<file path="src/rtl/bus_node_fifo.sv">
// Per-device bus node: a TX queue from the device driver to the bus and an RX queue
// from the bus to the device monitor, with sticky error flags for overflow, misuse and misrouting.
module bus_node_fifo #(
  parameter int         pckg_sz   = 16,
  parameter int         depth     = 8,
  parameter logic [7:0] id        = 8'd0,
  parameter logic [7:0] broadcast = 8'hFF
) (
  input  logic                       clk,
  input  logic                       reset,
  input  logic                       wr_en,
  input  logic [pckg_sz-1:0]         wr_data,
  output logic                       tx_full,
  output logic [$clog2(depth+1)-1:0] tx_count,
  output logic                       pndng,
  output logic [pckg_sz-1:0]         D_pop,
  input  logic                       pop,
  input  logic                       push,
  input  logic [pckg_sz-1:0]         D_push,
  input  logic                       rd_en,
  output logic                       rx_valid,
  output logic [pckg_sz-1:0]         rd_data,
  output logic                       rx_full,
  output logic                       tx_ovf,
  output logic                       rx_ovf,
  output logic                       pop_err,
  output logic                       misroute
);

  localparam int AW = $clog2(depth);
  localparam int CW = $clog2(depth + 1);

  logic [pckg_sz-1:0] tx_mem [depth];
  logic [pckg_sz-1:0] rx_mem [depth];
  logic [AW-1:0]      tx_wr_ptr, tx_rd_ptr;
  logic [AW-1:0]      rx_wr_ptr, rx_rd_ptr;
  logic [CW-1:0]      rx_count;

  logic tx_wr_ok, tx_pop_ok, rx_wr_ok, rx_rd_ok;
  logic [7:0] push_dest;

  // Status and show-ahead heads depend only on registered state.
  assign tx_full  = (tx_count == CW'(depth));
  assign pndng    = (tx_count != '0);
  assign D_pop    = pndng ? tx_mem[tx_rd_ptr] : '0;
  assign rx_full  = (rx_count == CW'(depth));
  assign rx_valid = (rx_count != '0);
  assign rd_data  = rx_valid ? rx_mem[rx_rd_ptr] : '0;

  // A write into a full queue is still taken when the head leaves in the same cycle.
  assign tx_wr_ok  = wr_en && (!tx_full || pop);
  assign tx_pop_ok = pop && pndng;
  assign rx_wr_ok  = push && (!rx_full || rd_en);
  assign rx_rd_ok  = rd_en && rx_valid;
  assign push_dest = D_push[pckg_sz-1 -: 8];

  always_ff @(posedge clk) begin
    if (!reset && tx_wr_ok) tx_mem[tx_wr_ptr] <= wr_data;
    if (!reset && rx_wr_ok) rx_mem[rx_wr_ptr] <= D_push;
  end

  always_ff @(posedge clk) begin
    if (reset) begin
      tx_wr_ptr <= '0;
      tx_rd_ptr <= '0;
      tx_count  <= '0;
      rx_wr_ptr <= '0;
      rx_rd_ptr <= '0;
      rx_count  <= '0;
      tx_ovf    <= 1'b0;
      rx_ovf    <= 1'b0;
      pop_err   <= 1'b0;
      misroute  <= 1'b0;
    end else begin
      if (tx_wr_ok)  tx_wr_ptr <= tx_wr_ptr + AW'(1);
      if (tx_pop_ok) tx_rd_ptr <= tx_rd_ptr + AW'(1);
      case ({tx_wr_ok, tx_pop_ok})
        2'b10:   tx_count <= tx_count + CW'(1);
        2'b01:   tx_count <= tx_count - CW'(1);
        default: tx_count <= tx_count;
      endcase

      if (rx_wr_ok) rx_wr_ptr <= rx_wr_ptr + AW'(1);
      if (rx_rd_ok) rx_rd_ptr <= rx_rd_ptr + AW'(1);
      case ({rx_wr_ok, rx_rd_ok})
        2'b10:   rx_count <= rx_count + CW'(1);
        2'b01:   rx_count <= rx_count - CW'(1);
        default: rx_count <= rx_count;
      endcase

      if (wr_en && !tx_wr_ok) tx_ovf <= 1'b1;
      if (push && !rx_wr_ok)  rx_ovf <= 1'b1;
      if (pop && !pndng)      pop_err <= 1'b1;
      // Destination is checked on every push, even one that gets dropped.
      if (push && push_dest != id && push_dest != broadcast) misroute <= 1'b1;
    end
  end

endmodule

</file>
<file path="config.mk">
export PLATFORM = sky130hd
export DESIGN_NAME = bus_node_fifo
export DESIGN_NICKNAME = d
export VERILOG_FILES = /design/src/rtl/bus_node_fifo.sv
export SDC_FILE = /design/constraint.sdc
export NUM_CORES = 1
export LEC_CHECK = 0
export BUFFER_PORTS_ARGS = -buffer_cell sky130_fd_sc_hd__clkbuf_2
export CAP_MARGIN = 20
export CELL_PAD_IN_SITES_DETAIL_PLACEMENT = 1
export CELL_PAD_IN_SITES_GLOBAL_PLACEMENT = 1
export CORE_MARGIN = 2
export CORE_UTILIZATION = 56
export DETAILED_ROUTE_END_ITERATION = 10
export MAX_ROUTING_LAYER = met4
export PLACE_DENSITY_LB_ADDON = 0.2
export SYNTH_ARGS = -nofsm -noshare
export SYNTH_HDL_FRONTEND = slang
export SYNTH_SLANG_ARGS = --single-unit
export TNS_END_PERCENT = 20
</file>
<file path="constraint.sdc">
create_clock -name clk -period 8.5 [get_ports clk]
set_clock_uncertainty 0.1 [all_clocks]
set_input_delay 1.275 -clock clk [delete_from_list [all_inputs] [get_ports clk]]
set_output_delay 1.275 -clock clk [all_outputs]
set_load 0.03 [all_outputs]
</file>
After elaboration in Yosys (flattened, before gate mapping)
Memories as Yosys holds them, arrays and structs flattened. A register that Yosys moved wholly into a read port is not among the register bits.
Cells that the tools add are included.
Widths: inputs -> output; s select.
- register bits after elaboration: 24
- memory bits (writable): 256
- bits of input ports: 38
- output and inout bits: 44
- word-level logic and storage cells: 63
- memories: 2
- $add $sub $neg: 8
- equality and inequality tests: 7
- mux-type cells: 12
- reductions and logical operators: 24
- memory list (name ; depth ; bits a word ; read ports ; clocked after memory_dff ; wr ports ; line ; text):
    rx_mem ; 8 ; 16 ; 1 ; 1 ; 1 ; 34 ; logic [pckg_sz-1:0] rx_mem [depth];
    tx_mem ; 8 ; 16 ; 1 ; 1 ; 1 ; 33 ; logic [pckg_sz-1:0] tx_mem [depth];
- operators with widths (operator ; number):
    $mux 16 ; 2
    $pmux 4 s2 ; 2
    $add 3x1->3 const B ; 4
    $mux 3 ; 4
    $logic_and 1x1->1 ; 11
    $add 4x1->4 const B ; 2
    $eq 4x4->1 const B ; 2
    $ne 8x8->1 const B ; 1
    $reduce_bool 4->1 ; 2
    $reduce_bool 8->1 ; 1
    $sub 4x1->4 const B ; 2
    $logic_not 1->1 ; 6
    $eq 2x1->1 const B ; 2
    $eq 2x2->1 const B ; 2
    $mux 1 ; 4
    $reduce_bool 2->1 ; 2
    $logic_or 1x1->1 ; 2

Longest topological paths before layout
- depth in word-level cells: 7
- gate-level depth with buffers: 12

Worst setup path before layout
OpenSTA, ideal clock, no wires.
- path kind: input to register
- start: in reset
- end: mem rx_mem[2][0], enable pin
- setup time: 0.436 ns
- arrival: 3.346 ns
- required time: 7.964 ns
- path slack: 4.618 ns
- stages on the path: 2
- cells stage by stage: or2_2 > nor4b_1
- word-level cells in the longest chain between the ends: 4
- ends and longest elaborated chain (item ; line ; text):
    from (decl) ; 10 ; input logic reset,
    $logic_not 1->1 ; 59 ; if (!reset && rx_wr_ok) rx_mem[rx_wr_ptr] <= D_push;
    $logic_and 1x1->1 ; 59 ;
    $mux 1 ; 59 ;
    $mux 1 (implied by the code) ; 59 ;
    to (decl) ; 34 ;
Every way passes these cells.

==> metrics.txt <==
# TYPE chip_impl_metric gauge
chip_impl_metric{name="number_of_cell_rows",unit=""} 51
chip_impl_info{name="timing_worst_setup_path_type",value="reg -> out"} 1
chip_impl_metric{name="syn_area",unit="sq mm"} 0.0112
chip_impl_info{name="critical-path-top-delay-family",value="multiplexers"} 1
chip_impl_metric{name="hold-worst-slack",unit="ns"} 0.378
chip_impl_metric{name="met3_track_demand_over_resource_in_global_routing",unit=""} 0.0329
chip_impl_metric{name="shortest_period_the_worst_path_allows",unit="ns"} 3.98
chip_impl_metric{name="worstPathMaxFanout",unit=""} 24
chip_impl_info{name="cts_root_buffer",value="sky130_fd_sc_hd__clkbuf_16"} 1
chip_impl_metric{name="clock_power_share",unit=""} 0.293
chip_impl_metric{name="power.ir.vdd_worst",unit="V"} 0.000186
chip_impl_metric{name="share_of_final_layout_standard_cells_stronger_than_drive_strength_1",unit=""} 0.336
chip_impl_metric{name="sw_frac_of_total",unit=""} 0.319
chip_impl_metric{name="power_density",unit="mW/mm^2"} 294
chip_impl_metric{name="syn_nets",unit=""} 624
chip_impl_metric{name="yosysSeqAreaShare",unit=""} 0.738
chip_impl_metric{name="ys_async_sr_fraction",unit=""} 0
chip_impl_metric{name="netlist-cell-type-count",unit=""} 39
chip_impl_metric{name="crit_required",unit="ns"} 7.12
chip_impl_metric{name="net-switching-power",unit="mW"} 1.22
chip_impl_metric{name="cpPeakStageDelay",unit="ns"} 0.56
chip_impl_metric{name="cts_sinks",unit=""} 286
chip_impl_metric{name="die_w",unit="microns"} 146
chip_impl_info{name="setup.worst_path.end_class",value="output pin"} 1
chip_impl_metric{name="worst_hold_path.num_cells",unit=""} 2
chip_impl_metric{name="grt_pass1_wl",unit="microns"} 37800
chip_impl_metric{name="synth_enable_flop_cells",unit=""} 256
chip_impl_info{name="synth.top_cells.by_area",value="sky130_fd_sc_hd__edfxtp_1, sky130_fd_sc_hd__mux4_2, sky130_fd_sc_hd__dfxtp_1"} 1
chip_impl_metric{name="htree_levels",unit=""} 1
chip_impl_info{name="yosys.cell_count.top_type",value="sky130_fd_sc_hd__edfxtp_1"} 1
chip_impl_metric{name="postSynthAreaPerCell",unit="sq um"} 19.5
chip_impl_metric{name="path_depth",unit=""} 5
chip_impl_metric{name="post_cts.resized_instances",unit=""} 0
chip_impl_info{name="start_kind",value="register"} 1
chip_impl_metric{name="drt_iter0_drc",unit=""} 303
chip_impl_metric{name="numCtsBuffers",unit=""} 29
chip_impl_metric{name="yosys_warnings",unit=""} 0
chip_impl_metric{name="initial_utilization",unit=""} 0.573
chip_impl_metric{name="cts.repair_timing.setup_buffer_count",unit=""} 0
chip_impl_info{name="top_usage_layer",value="met2"} 1
chip_impl_metric{name="n_antenna_cell",unit=""} 0
chip_impl_metric{name="slew-limit-headroom",unit=""} 0.434
chip_impl_metric{name="grt_remaining_overflow",unit=""} 0
chip_impl_info{name="synth_flop_cell",value="sky130_fd_sc_hd__edfxtp_1"} 1
chip_impl_metric{name="max_clock_freq",unit="MHz"} 251
chip_impl_metric{name="placement.io_buffers",unit=""} 81
chip_impl_metric{name="tns",unit="ns"} 0
chip_impl_metric{name="synthDominantCellAreaShare",unit=""} 0.685
chip_impl_metric{name="clock_tree.buffer_depth",unit=""} 3
chip_impl_metric{name="area_growth",unit="%"} 15.6
chip_impl_metric{name="pin_count_of_the_biggest_net_entering_global_routing",unit=""} 35
chip_impl_metric{name="reg2regPathDepth",unit=""} 7
chip_impl_metric{name="antenna_found_initial",unit=""} 0
chip_impl_info{name="cp_slowest_cell",value="sky130_fd_sc_hd__mux4_2"} 1
chip_impl_metric{name="synthCells",unit=""} 576
chip_impl_metric{name="power_frac_seq",unit=""} 0.435
chip_impl_metric{name="drt_pre_antenna_iters",unit=""} 4
chip_impl_metric{name="worst_ep_arrival_time",unit="ns"} 2.61
chip_impl_metric{name="layout_worst_path_cycle_share",unit=""} 0.468
chip_impl_metric{name="half_perimeter_wire_length_of_the_detailed_placement_result",unit="microns"} 14600
chip_impl_metric{name="groute.layer.met1.usage",unit=""} 0.304
chip_impl_metric{name="max_cap_check_violation_count",unit=""} 0
chip_impl_metric{name="wl_final",unit="microns"} 23800
chip_impl_metric{name="gpl.final_weighted_congestion",unit=""} 0.738
chip_impl_metric{name="final-setup-viol-count",unit=""} 0
chip_impl_metric{name="drt-wirelength-per-cell",unit="microns"} 24.5
chip_impl_metric{name="drt_drc_violations_left",unit=""} 0
chip_impl_metric{name="internal-power",unit="mW"} 2.60
chip_impl_info{name="synth_largest_area_cell",value="sky130_fd_sc_hd__edfxtp_1"} 1
chip_impl_info{name="rsz0062_at_grt",value="no"} 1
chip_impl_info{name="result_of_the_run",value="complete, no violations"} 1
chip_impl_metric{name="finish.net_count",unit=""} 732
chip_impl_metric{name="finalHoldViolCount",unit=""} 0
chip_impl_metric{name="first_global_vias",unit=""} 6370
chip_impl_metric{name="ports",unit=""} 82
chip_impl_metric{name="grt.met2_usage",unit=""} 0.407
chip_impl_metric{name="leakage_power",unit="nW"} 4.29
chip_impl_metric{name="fp.coreArea",unit="sq mm"} 0.0196
chip_impl_metric{name="grtUsageTotal",unit=""} 0.240
chip_impl_info{name="critical_path.cell_chain",value="buf_4 -> mux4_2 -> mux2i_1 -> nor2_1 -> clkbuf_2"} 1
chip_impl_metric{name="vias",unit=""} 5740
chip_impl_metric{name="critical_path_buf_inv_count",unit=""} 2
chip_impl_metric{name="detail-route-antenna-nets",unit=""} 0
chip_impl_metric{name="worst_pin_slew",unit="ns"} 0.849
chip_impl_metric{name="die_area",unit="sq mm"} 0.0212
chip_impl_metric{name="maxSlewViolCount",unit=""} 0
chip_impl_metric{name="die_y",unit="microns"} 146
chip_impl_info{name="hold_path.class",value="reg -> reg"} 1
chip_impl_info{name="yosys-top-cells-count",value="sky130_fd_sc_hd__edfxtp_1, sky130_fd_sc_hd__mux4_2, sky130_fd_sc_hd__nor2_1"} 1
chip_impl_info{name="tritoncts",value="built"} 1
chip_impl_metric{name="post_cts_clock_slew_at_the_launch_and_capture_registers_of_the_worst_setup_and_hold_paths",unit="ns"} 0.07
chip_impl_metric{name="detail_routed_via_count_per_cell",unit=""} 5.91
chip_impl_metric{name="clock_insertion_delay_worst_skew",unit="ns"} 0.53
chip_impl_metric{name="cts_hold_buf",unit=""} 0
chip_impl_metric{name="ys_ff_latch",unit=""} 286
chip_impl_metric{name="part_of_the_power_in_combinational_logic",unit=""} 0.272
final timing paths:
check,start,end,slack (ns)
max,register,rd_data[8],4.52
max reg2reg,tx_count[1],tx_count[3],5.12
min reg2reg,tx_ovf,tx_ovf,0.38
min,tx_ovf,tx_ovf,0.38
cell families after synthesis:
kind of cell    synth area share
compound gates            0.0118
xor+xnor                  0.0101
fa+ha+maj                 0.0111
buf+inv                   0.0136
flops                      0.738
mux                        0.166
simple gates              0.0491
layout by cell type, fill, tap and decap left out, types with 10 or more instances in the layout:
master / n
sky130_fd_sc_hd__mux4_2: 64
sky130_fd_sc_hd__dfxtp_1: 27
sky130_fd_sc_hd__edfxtp_1: 256
sky130_fd_sc_hd__nor2_1: 57
sky130_fd_sc_hd__buf_4: 25
sky130_fd_sc_hd__ha_1: 10
sky130_fd_sc_hd__mux2i_1: 40
sky130_fd_sc_hd__clkbuf_2: 81
sky130_fd_sc_hd__xor2_1: 11
sky130_fd_sc_hd__clkbuf_16: 29
power groups by stage:
stage               sequential (mW)  clock (mW)  combinational [mW]
finish                         1.66        1.12                1.04
detailed placement             1.69           0                1.04
global placement               1.68           0                1.00
global route                   1.67        1.20                1.11
floorplan                      1.67           0               0.747
CTS                            1.66        1.14                1.05
through the flow:
stage | cells | total power, mW | setup slack [ns] | utilization | cell area [sq um]
after floorplan | 576 | 2.42 | 4.62 | - | 11200
after global placement | 916 | 2.68 | 5.03 | 0.618 | 12100
after detailed placement | 917 | 2.73 | 4.70 | 0.619 | 12100
after CTS | 970 | 3.85 | 4.47 | 0.661 | 12900
after global routing | 971 | 3.98 | 4.31 | 0.662 | 13000
final | 971 | 3.82 | 4.52 | 0.662 | 13000
flip-flops by register name, summed over array words and instances, names as in the netlist, named ones only:
signal	count
tx_count	4
rx_wr_ptr	3
rx_count	4
tx_ovf	1
rx_ovf	1
tx_mem	128
pop_err	1
tx_rd_ptr	3
rx_mem	128
misroute	1
rx_rd_ptr	3
tx_wr_ptr	3
cell type report:
class	instances	area, sq um
inverter	5	18.8
clock buffer	38	759
tap	265	332
sequential	286	8290
multi-input combinational	254	2870
fill	1668	6610
timing repair buffer	108	632
clock inverter	15	70.1
tightest hold or removal path, delay by kind of cell, from the launching register on:
family / cells / cell delay [ns]
simple gates: 1 / 0.07
flops: 1 / 0.33
compound gates: 1 / 0.05
routing by layer:
layer	vias up	share of wire	wire length, microns
li1	2533	-	-
met1	2991	0.40	9510
met2	166	0.53	12600
met3	50	0.041	980
met4	0	0.031	739
met5	-	0	0
No activity file was read; power rests on OpenSTA's default activity.
